===== src/rtl/cp_bypass_sb.sv =====
// cp_bypass_sb: latency scoreboard and operand bypass network for a single-issue pipeline.
// Optional write-back port forwarding is enabled by defining CP_BYPASS_SB_WB_FWD_EN.
module cp_bypass_sb #(
    parameter int DATA_WIDTH     = 32,
    parameter int RF_INDEX_WIDTH = 5,
    parameter int NUM_RD_PORTS   = 2,
    parameter int MAX_LAT        = 3
) (
    input  logic                                   iClk,
    input  logic                                   iReset,
    input  logic                                   iIssue_Valid,
    input  logic                                   iIssue_Wr,
    input  logic [RF_INDEX_WIDTH-1:0]              iIssue_Dst,
    input  logic [1:0]                             iIssue_Src,
    input  logic [2:0]                             iIssue_Lat,
    input  logic [NUM_RD_PORTS-1:0]                iRd_En,
    input  logic [NUM_RD_PORTS*RF_INDEX_WIDTH-1:0] iRd_Addr,
    input  logic [NUM_RD_PORTS*DATA_WIDTH-1:0]     iRF_Data,
    input  logic [4*DATA_WIDTH-1:0]                iSrc_Data,
    input  logic [RF_INDEX_WIDTH-1:0]              iWB_Addr,
    input  logic [DATA_WIDTH-1:0]                  iWB_Data,
    input  logic                                   iFlush,
    output logic [NUM_RD_PORTS*DATA_WIDTH-1:0]     oOperand,
    output logic                                   oStall,
    output logic                                   oBusy
);
    localparam logic [2:0] MAX_L = 3'(MAX_LAT);

    logic [MAX_LAT-1:0]        valid;
    logic [RF_INDEX_WIDTH-1:0] dst [MAX_LAT];
    logic [1:0]                src [MAX_LAT];
    logic [2:0]                cnt [MAX_LAT];

    logic [2:0]              lat;
    logic [MAX_LAT-1:0]      ready;
    logic [MAX_LAT-1:0]      free;
    logic [MAX_LAT-1:0]      pick;
    logic [NUM_RD_PORTS-1:0] hazard;
    logic                    waw;
    logic                    conflict;
    logic                    taken;
    logic                    alloc;

    assign lat = (iIssue_Lat == 3'd0) ? 3'd1 : (iIssue_Lat > MAX_L) ? MAX_L : iIssue_Lat;

    // An entry completing this cycle frees its slot for an allocation at the same edge.
    always_comb begin
        ready    = '0;
        free     = '0;
        pick     = '0;
        waw      = 1'b0;
        conflict = 1'b0;
        taken    = 1'b0;
        for (int e = 0; e < MAX_LAT; e++) begin
            ready[e] = valid[e] && cnt[e] == 3'd1;
            free[e]  = !valid[e] || cnt[e] == 3'd1;
            waw      = waw || (valid[e] && dst[e] == iIssue_Dst);
            conflict = conflict || (valid[e] && {1'b0, cnt[e]} == {1'b0, lat} + 4'd1);
            if (free[e] && !taken) begin
                pick[e] = 1'b1;
                taken   = 1'b1;
            end
        end
    end

    for (genvar p = 0; p < NUM_RD_PORTS; p++) begin : g_port
        logic [RF_INDEX_WIDTH-1:0] addr;
        logic [DATA_WIDTH-1:0]     rf;
        logic [DATA_WIDTH-1:0]     byp;
        logic [MAX_LAT-1:0]        hit;
        logic                      active;
        logic                      wb_hit;
        assign addr   = iRd_Addr[p*RF_INDEX_WIDTH +: RF_INDEX_WIDTH];
        assign rf     = iRF_Data[p*DATA_WIDTH +: DATA_WIDTH];
        assign active = iRd_En[p] && addr != '0;
        always_comb begin
            hit = '0;
            byp = '0;
            for (int e = 0; e < MAX_LAT; e++) begin
                hit[e] = valid[e] && dst[e] == addr;
                if (hit[e] && ready[e])
                    byp = iSrc_Data[int'(src[e])*DATA_WIDTH +: DATA_WIDTH];
            end
        end
`ifdef CP_BYPASS_SB_WB_FWD_EN
        assign wb_hit = active && addr == iWB_Addr;
`else
        assign wb_hit = 1'b0;
`endif
        assign hazard[p] = active && |(hit & ~ready);
        assign oOperand[p*DATA_WIDTH +: DATA_WIDTH] = !active ? rf :
                                                      |(hit & ready) ? byp :
                                                      wb_hit ? iWB_Data : rf;
    end

`ifndef CP_BYPASS_SB_WB_FWD_EN
    logic unused_wb;
    assign unused_wb = ^{iWB_Addr, iWB_Data};
`endif

    assign oStall = iIssue_Valid && (|hazard || (iIssue_Wr && waw) || conflict);
    assign alloc  = iIssue_Valid && !oStall && !iFlush && iIssue_Wr && iIssue_Dst != '0;

    always_ff @(posedge iClk) begin
        if (iReset || iFlush) begin
            valid <= '0;
            oBusy <= 1'b0;
        end else begin
            for (int e = 0; e < MAX_LAT; e++) begin
                if (alloc && pick[e]) begin
                    valid[e] <= 1'b1;
                    dst[e]   <= iIssue_Dst;
                    src[e]   <= iIssue_Src;
                    cnt[e]   <= lat;
                end else if (valid[e]) begin
                    valid[e] <= cnt[e] != 3'd1;
                    cnt[e]   <= cnt[e] - 3'd1;
                end
            end
            oBusy <= alloc || |(valid & ~ready);
        end
    end
endmodule

===== config.mk =====
export PLATFORM = sky130hd
export DESIGN_NAME = cp_bypass_sb
export DESIGN_NICKNAME = d
export VERILOG_FILES = /design/src/rtl/cp_bypass_sb.sv
export SDC_FILE = /design/constraint.sdc
export NUM_CORES = 1
export LEC_CHECK = 0
export CELL_PAD_IN_SITES_DETAIL_PLACEMENT = 1
export CELL_PAD_IN_SITES_GLOBAL_PLACEMENT = 1
export CORE_MARGIN = 4
export CORE_UTILIZATION = 27
export CTS_CLUSTER_DIAMETER = 80
export DETAILED_ROUTE_END_ITERATION = 16
export PLACE_DENSITY_LB_ADDON = 0.1
export SLEW_MARGIN = 20
export SYNTH_ARGS = -nofsm -noshare
export SYNTH_HDL_FRONTEND = slang
export SYNTH_SLANG_ARGS = --single-unit
export TNS_END_PERCENT = 50

===== constraint.sdc =====
create_clock -name iClk -period 3.12 [get_ports iClk]
set_clock_uncertainty 0.05 [all_clocks]
set_input_delay 0.312 -clock iClk [delete_from_list [all_inputs] [get_ports iClk]]
set_output_delay 0.312 -clock iClk [all_outputs]
set_load 0.03 [all_outputs]

# ---- Word level (Yosys, flattened, before mapping)
# Memories as Yosys holds them, arrays and structs flattened.
# Index checks and enable logic that the tools add are counted.
# W data, S select, Z words.
dict set report classes {
  n_addsub 4
  n_lt_le_gt_ge 1
  eq_ne 18
  n_shift 3
  mux 58
  n_bitwise 9
  n_reduce_logical 68
}
# operator n
set op_table {}
lappend op_table {{$shiftx A128 B8 Y32} 3}
lappend op_table {{$mux W32} 10}
lappend op_table {{$eq A5 B5 Y1} 9}
lappend op_table {{$logic_and A1 B1 Y1} 36}
lappend op_table {{$mux W1} 35}
lappend op_table {{$and A3 B3 Y3} 5}
lappend op_table {{$mux W3} 5}
lappend op_table {{$reduce_bool A5 Y1} 3}
lappend op_table {{$reduce_or A3 Y1} 5}
lappend op_table {{$eq A3 B4 Y1} 3}
lappend op_table {{$mux W2} 6}
lappend op_table {{$logic_or A1 B1 Y1} 11}
lappend op_table {{$mux W5} 2}
lappend op_table {{$reduce_or A5 Y1} 2}
lappend op_table {{$eq A3 B1 Y1 const B} 3}
lappend op_table {{$ne A3 B1 Y1 const B} 3}
lappend op_table {{$sub A3 B1 Y3 const B} 3}
lappend op_table {{$logic_not A1 Y1} 7}
lappend op_table {{$reduce_or A2 Y1} 3}
lappend op_table {{$add A3 B1 Y4 const B} 1}
lappend op_table {{$gt A3 B2 Y1 const B} 1}
lappend op_table {{$logic_not A3 Y1} 1}
lappend op_table {{$not A3 Y3} 1}
lappend op_table {{$or A1 B1 Y1} 3}
dict set report totals {
  register_bits 4
  ram_bits 30
  input_bits 256
  out_inout_bits 66
  wordCells 166
  memories 3
}
# memory words width rd rd_ports_with_merged_regs write_ports line_no
set memory_table {}
lappend memory_table {dst 3 5 3 0 1 30} ;# logic [RF_INDEX_WIDTH-1:0] dst [MAX_LAT];
lappend memory_table {cnt 3 3 3 0 3 32} ;# logic [2:0] cnt [MAX_LAT];
lappend memory_table {src 3 2 3 0 1 31} ;# logic [1:0] src [MAX_LAT];

# ---- Logic depth before layout (Yosys ltp)
# Gate-level depths: netlist (run 1).
# An unclocked memory read counts as a cell.
dict set report depth {
  depth_word 23
  mapped_depth 12
  ltp_nobuf 10
}

# ---- Worst setup path before layout (run 1)
# Ideal clock, no wire load.
dict set report synth_path {
  path_type {input to register}
  from {input port iIssue_Lat[2]}
  to {memory dst[1][0], in the netlist dst[0][5], enable pin}
  setup_time_ns 0.360
  arrival_ns 2.834
  required_time_ns 2.710
  slack_ns -0.124
  stages 11
  n_path_buf 1
  cell_sequence {nor3b_2 > inv_1 > ha_1 > xnor2_1 > nand4_1 > nand3_1 > a211oi_2 > or4b_4 > or2_1 > buf_6 > nor3_2}
}
dict set report synth_between {
  elab_chain_cells 22
  word_cells_on_any_way 38
  cone_classes {add/sub: 1; order compare: 1; eq/ne: 3; mux: 15; reduce/logical: 18}
}
# item line_no
set synth_lines {}
lappend synth_lines {{from (decl)} 15} ;# input logic [2:0] iIssue_Lat,
lappend synth_lines {{$gt A3 B2 Y1} 44} ;# assign lat = (iIssue_Lat == 3'd0) ? 3'd1 : (iIssue_Lat > MAX_L) ? MAX_L : iIssue_Lat;
lappend synth_lines {{$mux W3} 44}
lappend synth_lines {{$mux W3 (*)} 44}
lappend synth_lines {{$add A3 B1 Y4 (*)} 58} ;# conflict = conflict || (valid[e] && {1'b0, cnt[e]} == {1'b0, lat} + 4'd1);
lappend synth_lines {{$eq A3 B4 Y1} 58}
lappend synth_lines {{$logic_and A1 B1 Y1} 58}
lappend synth_lines {{$logic_or A1 B1 Y1} 58}
lappend synth_lines {{$logic_or A1 B1 Y1 (*)} 58}
lappend synth_lines {{[2 not listed]} n/a}
lappend synth_lines {{$logic_not A1 Y1 (*)} 102} ;# assign alloc = iIssue_Valid && !oStall && !iFlush && iIssue_Wr && iIssue_Dst != '0;
lappend synth_lines {{$logic_and A1 B1 Y1 (*) (4 in series)} 102}
lappend synth_lines {{$logic_and A1 B1 Y1} 110} ;# if (alloc && pick[e]) begin
lappend synth_lines {{$mux W1} 110}
lappend synth_lines {{$mux W1} 105} ;# if (iReset || iFlush) begin
lappend synth_lines {{$mux W1 (not written as such)} 112} ;# dst[e] <= iIssue_Dst;
lappend synth_lines {{$reduce_or A5 Y1 (no source line)} n/a}
lappend synth_lines {{$mux W2 (no source line) / $mux W1 (equally long branches) (2 in series)} n/a}
lappend synth_lines {{to (decl)} 30}
# Mark *: on every way between the ends. The rest lies on a longest branch, timed or not.

==> reports/qor.txt, run 1 <==
status - completed
Post-DRT Antenna Nets - 0
global-route wire length before repair - 48.8 mm
vias per inst - 5.79
Critical Path Fanout Max - 17
Hold Buf Count CTS - 0
vias in the first global route - 7944
Buf+Inv Stages, Crit Path - 2
clock sink count - 34
fillers - 2490
asr flop ratio synth - 0%
share of the synthesized area in the top cell type - 34.5%
IO Count - 322
WL/cell - 25.8 microns
maximum root-to-sink buffer count - 2
max-cap viol count - 0
busiest grt layer - met2
TritonCTS clock tree - yes
Fmax achieved - 325 MHz
# setup viols final - 0
share of layout cells above drive strength 1 - 33.9%
Post-synth EDFFs - 30
Worst Hold Class - input pin to register
row cnt - 55
CP max-delay cell - nor4_2
Crit path largest cell delay - 460 ps
Horiz. Die Dim - 160 microns
VDD IR max - 244 uV
routing usage on met3 - 2.79%
GRT Total Usage - 23.9%
GR Util met2 - 43.6%
Worst R2R Setup Slack - 220 ps
die area - 25700 sq um
Crit Path Category - register to output pin
clock-pin transition on the worst setup and hold timing paths - 60 ps
Overflow after GRT - 0
post-layout util - 46.6%
top cells by area, synth - mux4_2 (35%), edfxtp_1 (14%), o21ai_0 (6.9%)
CP dominant cell by count - buf_4
Starting Density - 27.6%
H-Tree Level Count - 2
Yosys top cell by area - mux4_2
Slew HR - 41.2%
TritonRoute pass-1 iters - 5
Slew @ Worst Pin - 878 ps
Unique masters post-synth - 52
Vias - 7193
Mean Syn Cell Area - 10.0 sq um
met1 Track Usage GR - 30.1%
placed cells - 1206
core box area - 22700 sq um
cell area after synthesis - 6260 sq um
Lkg Pwr - 3.92 nW
FF+latch count, synth - 34
Top delay family on crit path - simple AND/OR/NAND/NOR gates
sequential cell area - 981 sq um
RSZ-0062 raised after global routing - yes
footprint of the multi-input gates - 5230 sq um
number of CTS-inserted buffers - 5
Synth Net Count - 888
final period utilization - 98.6%
P per Cell Area - 187 nW/um^2
DRT iter0 DRCs - 498
crit path DAT - 2710 ps
Seq/Total Area, Yosys - 15.7%
Final Net Count - 1217
Hold Vio Cnt, Final - 0
latest clock arrival within the worst-skew pair - 280 ps
Final Max Tran Viols - 0
Yosys Warn Count - 0
ys flop type - edfxtp_1
most common cell in the synthesized netlist - mux4_2
final worst path period need - 3080 ps
largest net degree at the start of global routing - 33
port bufs - 284
worst path cell trace - xor2_1 > nor4_2 > and4_4 > buf_4 > a221oi_1 > o31ai_1 > buf_4
die height - 160 microns
area grow syn2layout - 69.0%
Gate Count Post-Synth - 625
GP Congestion - 0.833
placed wire-length estimate - 23.5 mm
WL final - 32.0 mm
Critical Path RT - 2760 ps
commonest cells in the netlist - mux4_2 (96), o21ai_0 (86), nand2_1 (75), clkbuf_1 (57), a221o_1 (42)
Post-Layout Cell Count - 1243
Setup crit end kind - output pin
DRC errors left - 0
CP startpoint kind - register
root buffer cell - clkbuf_16
antenna violations before repair - 3
tightest hold or removal path, cell delays in order:
cell and delay [ps]:
dlymetal6s2s_1 160, nor2_2 70, buf_4 150, mux2i_1 130
area by class of cell:
cell class | instances | share of cell area (%)
Multi-Input combinational cell | 517 | 49.5
Clock inverter | 3 | 0.651
Clock buffer | 5 | 1.18
Tap cell | 285 | 3.37
Antenna cell | 3 | 0.0710
Sequential cell | 34 | 9.27
Inverter | 10 | 0.355
Timing Repair Buffer | 386 | 35.6
kinds of logic after synthesis:
logic type	count (synthesis)	synth area share, %
flip-flops	34	15.7
adder cells (fa/ha/maj)	7	1.40
multiplexers	102	35.5
AO/OA/AOI/OAI	190	22.6
buffers and inverters	74	4.58
AND/OR/NAND/NOR	163	12.6
XOR/XNOR	55	7.69
metrics by stage:
step           hold WS [ps]  total power, W  setup TNS [ps]  cell area (sq um)  setup slack, ps
2_1_floorplan           361        0.000819               0               6270            0.476
4_1_cts                 634         0.00198            -602              10300            -69.6
3_3_place_gp            596         0.00129          -21970               9900             -439
5_1_grt                 641         0.00206           -1130              10600            -78.4
3_5_place_dp            614         0.00131          -27690               9900             -492
6_report                610         0.00198               0              10600             43.7
cell usage in the layout, fill, tap and decap left out, types with 3 or more instances in the layout:
cell type,netlist,routed
clkbuf_16,0,5
nand3_1,7,6
o311ai_4,2,3
xnor2_1,26,24
dlygate4sd2_1,0,6
clkdlybuf4s50_1,0,207
o21ai_1,0,25
mux2i_1,6,6
nor4_2,1,4
o21ai_2,1,5
dlymetal6s2s_1,0,5
nor2_1,31,28
buf_12,0,19
nor4_1,8,3
nand4_1,13,13
a21oi_2,2,3
inv_1,10,8
diode_2,0,3
mux4_2,96,96
dfxtp_1,4,4
ha_1,7,6
o31ai_1,23,22
edfxtp_1,30,30
buf_6,1,8
or2_4,0,3
xor2_1,29,29
nand2_1,75,74
o21ai_0,86,57
nand2b_1,4,3
a221oi_1,22,21
a221o_1,42,42
nor3_4,1,4
buf_4,0,137
power breakdown:
group | switching [W] | total (W) | internal [W]
Sequential | 0.00000166 | 0.000498 | 0.000496
Combinational | 0.000349 | 0.000829 | 0.000480
Clock | 0.000194 | 0.000652 | 0.000459
Total | 0.000544 | 0.00198 | 0.00143
sequential cells by signal, indices dropped and copies added, names as in the netlist:
signal and flops:
valid 3, cnt 9, oBusy 1, dst 15
src 6
path summary, 6_finish.rpt:
kind	startpoint	to	depth (start not counted)
min	iIssue_Lat[2]	cnt[2][1]$_DFFE_PP_	4
max reg2reg	cnt[0][1]$_DFFE_PP_	cnt[1][2]$_DFFE_PP_	10
min reg2reg	cnt[1][2]$_DFFE_PP_	cnt[1][2]$_DFFE_PP_	2
max	dst[0][8]$_DFFE_PP_	oOperand[25]	7
timing repair:
action,CTS,global route
pin swaps,15,25
gates resized for setup,52,42
setup endpoints to repair,104,102
buffers inserted,6,18
cloned,2,1
routing by layer:
metal  vias to the layer above  wire (microns)
li1                       3232               -
met2                       262           16800
met3                        39            1460
met1                      3660           13100
met4                         0             626
met5                         -               0
Note: power is estimated with default switching activity, not from simulation.
==> run 2, diff against run 1 <==
--- a/config.mk
+++ b/config.mk
@@ -12,6 +12,7 @@
 export CTS_CLUSTER_DIAMETER = 80
 export DETAILED_ROUTE_END_ITERATION = 16
 export PLACE_DENSITY_LB_ADDON = 0.1
+export SETUP_SLACK_MARGIN = 0.2
 export SLEW_MARGIN = 20
 export SYNTH_ARGS = -nofsm -noshare
 export SYNTH_HDL_FRONTEND = slang
==> reports/qor.txt, run 2 (same netlist as run 1, synthesis figures left out) <==
hold depth - 4 (unchanged)
die area - 25700 sq um (unchanged)
met1 wire length - 12.5 mm (-4.7%)
maximum root-to-sink buffer count - 2 (unchanged)
Starting Density - 27.6% (unchanged)
port bufs - 284 (unchanged)
min-delay src - iIssue_Lat[2]
Post-DRT Antenna Nets - 0 (unchanged)
TritonRoute pass-1 iters - 5 (unchanged)
worst path cell trace - clkdlybuf4s50_1 > xor2_1 > nor4_2 > and4_4 > nor2b_4 > buf_12 > buf_12 > buf_12 > buf_8 > a221o_1 > o21ai_1 > o21ai_1 > buf_4
Switching Share - 28.5% (+1.0 points)
largest net degree at the start of global routing - 35 (+6.1%)
Crit path largest cell delay - 460 ps (about the same)
Fmax achieved - 319 MHz (-1.9%)
status - finished, violations left
Final Cell Area - 11500 sq um (+8.5%)
Setup crit end kind - output pin
GRT Total Usage - 24.3% (+0.42 points)
Overflow after GRT - 0 (unchanged)
RSZ-0062 raised after global routing - yes
Post-Place Cell Area - 9920 sq um (+0.20%)
die height - 160 microns (unchanged)
biggest regs - dst x15, cnt x9, src x6
final period utilization - 100% (+1.9 points)
Final WS setup - -14.8 ps (-58.6 ps)
CP max-delay cell - clkdlybuf4s50_1
RR Endpoint - dst[0][3]$_DFFE_PP_
row cnt - 55 (unchanged)
vias in the first global route - 8204 (+3.3%)
Final Max Tran Viols - 0 (unchanged)
Logic pwr share - 45.1% (+3.2 points)
CP startpoint kind - input pin
DRC errors left - 0 (unchanged)
WL final - 32.5 mm (+1.5%)
final worst path period need - 3130 ps (+58.6 ps)
worst reg2reg startpoint - cnt[0][1]$_DFFE_PP_
IO Count - 322 (unchanged)
Crit Path Category - input pin to output pin
global-route wire length before repair - 49.3 mm (+0.96%)
Hold Buf Count CTS - 0 (unchanged)
Setup TNS - -31.8 ps (-31.8 ps)
max-cap viol count - 0 (unchanged)
failing checks - negative setup slack
highest metal used - met5
Slew @ Worst Pin - 794 ps (-84.2 ps)
Sw Pwr - 0.000543 W (-0.35%)
Critical Path RT - 2760 ps (about the same)
Horiz. Die Dim - 160 microns (unchanged)
# setup viols final - 4 (+4)
Slew HR - 46.8% (+5.6 points)
Top delay family on crit path - buffers and inverters
Hold Vio Cnt, Final - 0 (unchanged)
worst hold endpoint - cnt[2][0]$_DFFE_PP_
area grow syn2layout - 83.4%
clock-pin transition on the worst setup and hold timing paths - 50 ps (about the same)
wire length on met2 - 17.3 mm (+2.7%)
internal power - 0.00136 W (-5.4%)
GP Congestion - 0.881 (+5.8%)
FF-to-FF path depth - 13 (+3)
H-Tree Level Count - 2 (unchanged)
hold_ws - 552 ps (-58.0 ps)
Seq pwr share - 26.2% (+1.0 points)
Worst Hold Class - input pin to register
Final Net Count - 1244 (+2.2%)
placed wire-length estimate - 23.7 mm (+1.0%)
root buffer cell - clkbuf_16
number of flip-flops in the largest register - 15 (unchanged)
Critical Path Fanout Max - 4 (-13)
commonest cells after routing, fill and taps aside - clkdlybuf4s50_1 (208), buf_4 (123), mux4_2 (96)
vias per inst - 5.78 (about the same)
number of CTS-inserted buffers - 5 (unchanged)
CP dominant cell by count - buf_12
clock sink count - 34 (unchanged)
WL/cell - 25.6 microns (-0.65%)
P per Cell Area - 166 nW/um^2 (-12%)
latest clock arrival within the worst-skew pair - 280 ps (about the same)
Clock power frac - 28.7% (-4.3 points)
Lkg Pwr - 4.19 nW (+7.0%)
fillers - 2414 (-3.1%)
commonest non-fill, non-tap cell in the layout - clkdlybuf4s50_1
sequential cell area - 981 sq um (unchanged)
Met3 Routed Length - 1.75 mm (+20%)
Worst R2R Setup Slack - 130 ps (-90 ps)
core box area - 22700 sq um (unchanged)
antenna violations before repair - 5 (+2)
Buf+Inv Stages, Crit Path - 6 (+4)
share of layout cells above drive strength 1 - 42.2% (+8.3 points)
VDD IR max - 275 uV (+13%)
crit path DAT - 2770 ps (+60 ps)
TritonCTS clock tree - yes
Largest Register - dst
DRT iter0 DRCs - 382 (-23%)
Vias - 7346 (+2.1%)
footprint of the multi-input gates - 5710 sq um (+9.1%)
## run 2: worst max-delay path by stage
stage / startpoint / to / cells past startpoint
floorplan: iIssue_Lat[0] / dst[0][5]$_DFFE_PP_ / 11
global placement: iRd_Addr[4] / oOperand[7] / 8
detailed placement: iRd_Addr[3] / oOperand[18] / 11
CTS: dst[0][9]$_DFFE_PP_ / oOperand[28] / 10
global route: dst[0][2]$_DFFE_PP_ / oOperand[40] / 11
finish: iRd_Addr[0] / oOperand[26] / 13
## run 2: per-stage QoR
step / util (%) / cells / worst slack (ps) / power [W]
6_report: 50.6 / 1270 / -14.8 / 0.00190
5_1_grt: 50.6 / 1270 / -134 / 0.00198
4_1_cts: 48.9 / 1247 / 37.5 / 0.00189
3_5_place_dp: 43.7 / 1205 / -384 / 0.00131
3_3_place_gp: 43.7 / 1205 / -345 / 0.00129
2_1_floorplan: - / 625 / 118 / 0.000826
## run 2: layout make-up
cell class / count / share of cell area, %
Tap cell: 285 / 3.11
Multi-Input combinational cell: 517 / 49.7
Sequential cell: 34 / 8.54
Inverter: 10 / 0.327
Antenna cell: 4 / 0.0872
Clock buffer: 5 / 1.09
Clock inverter: 2 / 0.294
Timing Repair Buffer: 413 / 36.9
## run 2: power groups by stage
stage / sequential [W] / clock (W) / combinational, W
after global routing: 0.000498 / 0.000578 / 0.000906
after detailed placement: 0.000508 / 0 / 0.000806
after floorplan: 0.000508 / 0 / 0.000318
final: 0.000498 / 0.000546 / 0.000857
after global placement: 0.000508 / 0 / 0.000781
after CTS: 0.000498 / 0.000552 / 0.000844
## run 2: per-layer routing
layer / vias up / global-route usage (%)
met1: 3669 / 28.7
met5: - / 0
met3: 65 / 3.59
met4: 2 / 8.29
li1: 3313 / -
met2: 297 / 45.0
## run 2: repair_timing
action                                  CTS  global route
gates resized for setup                 179            64
endpoints found under the setup margin  106           103
pin swaps                                32            42
cloned                                    7             1
setup buffers                            28            18
## run 2: worst min-delay path, stage by stage
cell and delay, ps:
buf_2 110, nor3b_4 50, buf_4 160, mux2i_1 120
==> run 3, diff against run 2 <==
--- a/config.mk
+++ b/config.mk
@@ -7,7 +7,7 @@
 export LEC_CHECK = 0
 export CELL_PAD_IN_SITES_DETAIL_PLACEMENT = 1
 export CELL_PAD_IN_SITES_GLOBAL_PLACEMENT = 1
-export CORE_MARGIN = 4
+export CORE_MARGIN = 1.5
 export CORE_UTILIZATION = 27
 export CTS_CLUSTER_DIAMETER = 80
 export DETAILED_ROUTE_END_ITERATION = 16
==> reports/qor.txt, run 3 (same netlist as run 1, synthesis figures left out) <==
WL/cell - 26.3 microns (+2.6%)
CP dominant cell by count - buf_4
min-delay src - iIssue_Lat[2]
status - completed
hold depth - 4 (unchanged)
GRT Total Usage - 26.1% (+1.8 points)
CP startpoint kind - register
Overflow after GRT - 0 (unchanged)
number of CTS-inserted buffers - 5 (unchanged)
vias in the first global route - 8043 (-2.0%)
RR Endpoint - cnt[0][0]$_DFFE_PP_
Final WS setup - 52.9 ps (+67.7 ps)
commonest non-fill, non-tap cell in the layout - clkdlybuf4s50_1
DRC errors left - 0 (unchanged)
Lkg Pwr - 4.41 nW (+5.3%)
vias per inst - 5.82 (+0.67%)
Hold Buf Count CTS - 0 (unchanged)
DRT iter0 DRCs - 463 (+21%)
share of layout cells above drive strength 1 - 46.6% (+4.4 points)
TritonCTS clock tree - yes
commonest cells after routing, fill and taps aside - clkdlybuf4s50_1 (206), buf_4 (108), mux4_2 (96)
die height - 155 microns (-3.1%)
worst path cell trace - buf_4 > xnor2_2 > nand4_1 > buf_4 > nor3_4 > nor3_4 > buf_6 > buf_12 > a221o_1 > o21ai_1 > o21ai_1 > buf_4
Slew @ Worst Pin - 848 ps (+54.1 ps)
clock sink count - 34 (unchanged)
Post-Place Cell Area - 10000 sq um (+0.96%)
antenna violations before repair - 3 (-2)
Worst Hold Class - input pin to register
core box area - 22700 sq um (unchanged)
Post-DRT Antenna Nets - 0 (unchanged)
VDD IR max - 206 uV (-25%)
port bufs - 284 (unchanged)
latest clock arrival within the worst-skew pair - 280 ps (about the same)
row cnt - 55 (unchanged)
Final Max Tran Viols - 0 (unchanged)
P per Cell Area - 169 nW/um^2 (+2.2%)
Crit path largest cell delay - 400 ps (-60 ps)
Vias - 7477 (+1.8%)
GP Congestion - 0.964 (+9.5%)
pre-CTS setup slack - -425 ps (-40.1 ps)
Hold Vio Cnt, Final - 0 (unchanged)
crit path DAT - 2710 ps (-60 ps)
Horiz. Die Dim - 155 microns (-3.1%)
Critical Path RT - 2760 ps (about the same)
max-cap viol count - 0 (unchanged)
final period utilization - 98.3% (-2.2 points)
WL final - 33.7 mm (+3.7%)
global-route wire length before repair - 48.1 mm (-2.3%)
root buffer cell - clkbuf_16
Slew HR - 43.2% (-3.6 points)
biggest regs - dst x15, cnt x9, src x6
RSZ-0062 raised after global routing - yes
final worst path period need - 3070 ps (-67.7 ps)
number of flip-flops in the largest register - 15 (unchanged)
Final Cell Area - 12200 sq um (+5.9%)
IO Count - 322 (unchanged)
worst hold endpoint - cnt[1][1]$_DFFE_PP_
maximum root-to-sink buffer count - 2 (unchanged)
hold_ws - 556 ps (+3.92 ps)
clock-pin transition on the worst setup and hold timing paths - 60 ps (about the same)
H-Tree Level Count - 2 (unchanged)
placed wire-length estimate - 23.0 mm (-3.3%)
TritonRoute pass-1 iters - 5 (unchanged)
die area - 24100 sq um (-6.1%)
CP max-delay cell - edfxtp_1
# setup viols final - 0 (-4)
area grow syn2layout - 94.1%
Crit Path Category - register to output pin
Final Net Count - 1259 (+1.2%)
Setup crit end kind - output pin
Largest Register - dst
Worst R2R Setup Slack - 270 ps (+140 ps)
largest net degree at the start of global routing - 33 (-5.7%)
Starting Density - 27.6% (unchanged)
worst reg2reg startpoint - dst[0][8]$_DFFE_PP_
Fmax achieved - 326 MHz (+2.2%)
FF-to-FF path depth - 11 (-2)
Critical Path Fanout Max - 7 (+3)
==> run 3: changes by cell type in the layout (fill, tap and decap cells not counted), moves of 3 or more <==
cell,before,now
o31ai_1,7,1
buf_6,37,62
buf_4,123,108
o31ai_2,5,1
o21ai_1,50,42
nand2_1,65,58
dlygate4sd2_1,6,10
nand2_4,3,9
clkbuf_16,5,12
o31ai_4,11,21
o21ai_4,1,11
o21ai_2,27,31
o21ai_0,10,4
a221oi_2,8,11
==> run 3: worst max path at each step <==
stage	to	cells past startpoint	start
2_1_floorplan	dst[0][5]$_DFFE_PP_	11	iIssue_Lat[0]
3_3_place_gp	oStall	11	iIssue_Lat[2]
3_5_place_dp	oStall	11	iIssue_Lat[1]
4_1_cts	oOperand[55]	11	dst[0][3]$_DFFE_PP_
6_report	oOperand[35]	12	dst[0][9]$_DFFE_PP_
5_1_grt	oOperand[39]	12	dst[0][9]$_DFFE_PP_
==> run 3: final cells by class <==
| type | count | area (sq um) |
|---|---|---|
| Fill cell | 2379 | 10600 |
| Clock buffer | 5 | 125 |
| Timing Repair Buffer | 428 | 4540 |
| Clock inverter | 3 | 68.8 |
| Antenna cell | 2 | 5.00 |
| Multi-Input combinational cell | 517 | 6040 |
| Tap cell | 285 | 357 |
| Sequential cell | 34 | 981 |
| Inverter | 10 | 37.5 |
==> run 3: what timing repair did <==
item	CTS	global route
pin swaps	30	73
setup buffers	31	16
gates cloned	7	6
setup endpoints to repair	107	102
gates resized for setup	123	216
==> run 3: through the flow <==
step	util [%]	power, W	setup TNS (ps)	std cells
floorplan	-	0.000826	0	625
global placement	44.1	0.00129	-13140	1214
detailed placement	44.1	0.00132	-15580	1214
CTS	48.4	0.00199	0	1260
global route	53.5	0.00212	-655	1284
finish	53.5	0.00206	0	1284
==> run 3: layer usage <==
layer,share of wire [%],global-route usage (%)
met1,38,31.1
met2,53,48.2
met5,0.039,0
met4,3.3,9.43
met3,5.4,3.01
==> run 3: power by group <==
group          switching, W  leakage, nW  internal (W)
combinational      0.000384         4.01      0.000521
sequential       0.00000205        0.305      0.000496
clock              0.000195       0.0940      0.000459
total              0.000580         4.41       0.00148
==> run 3: worst max-delay path: cells and delay by family, from the launching register on <==
family	cells	cell delay (ps)
buffers and inverters	5	860
AND/OR/NAND/NOR	3	520
AO/OA/AOI/OAI	3	480
flip-flops	1	400
XOR/XNOR	1	160
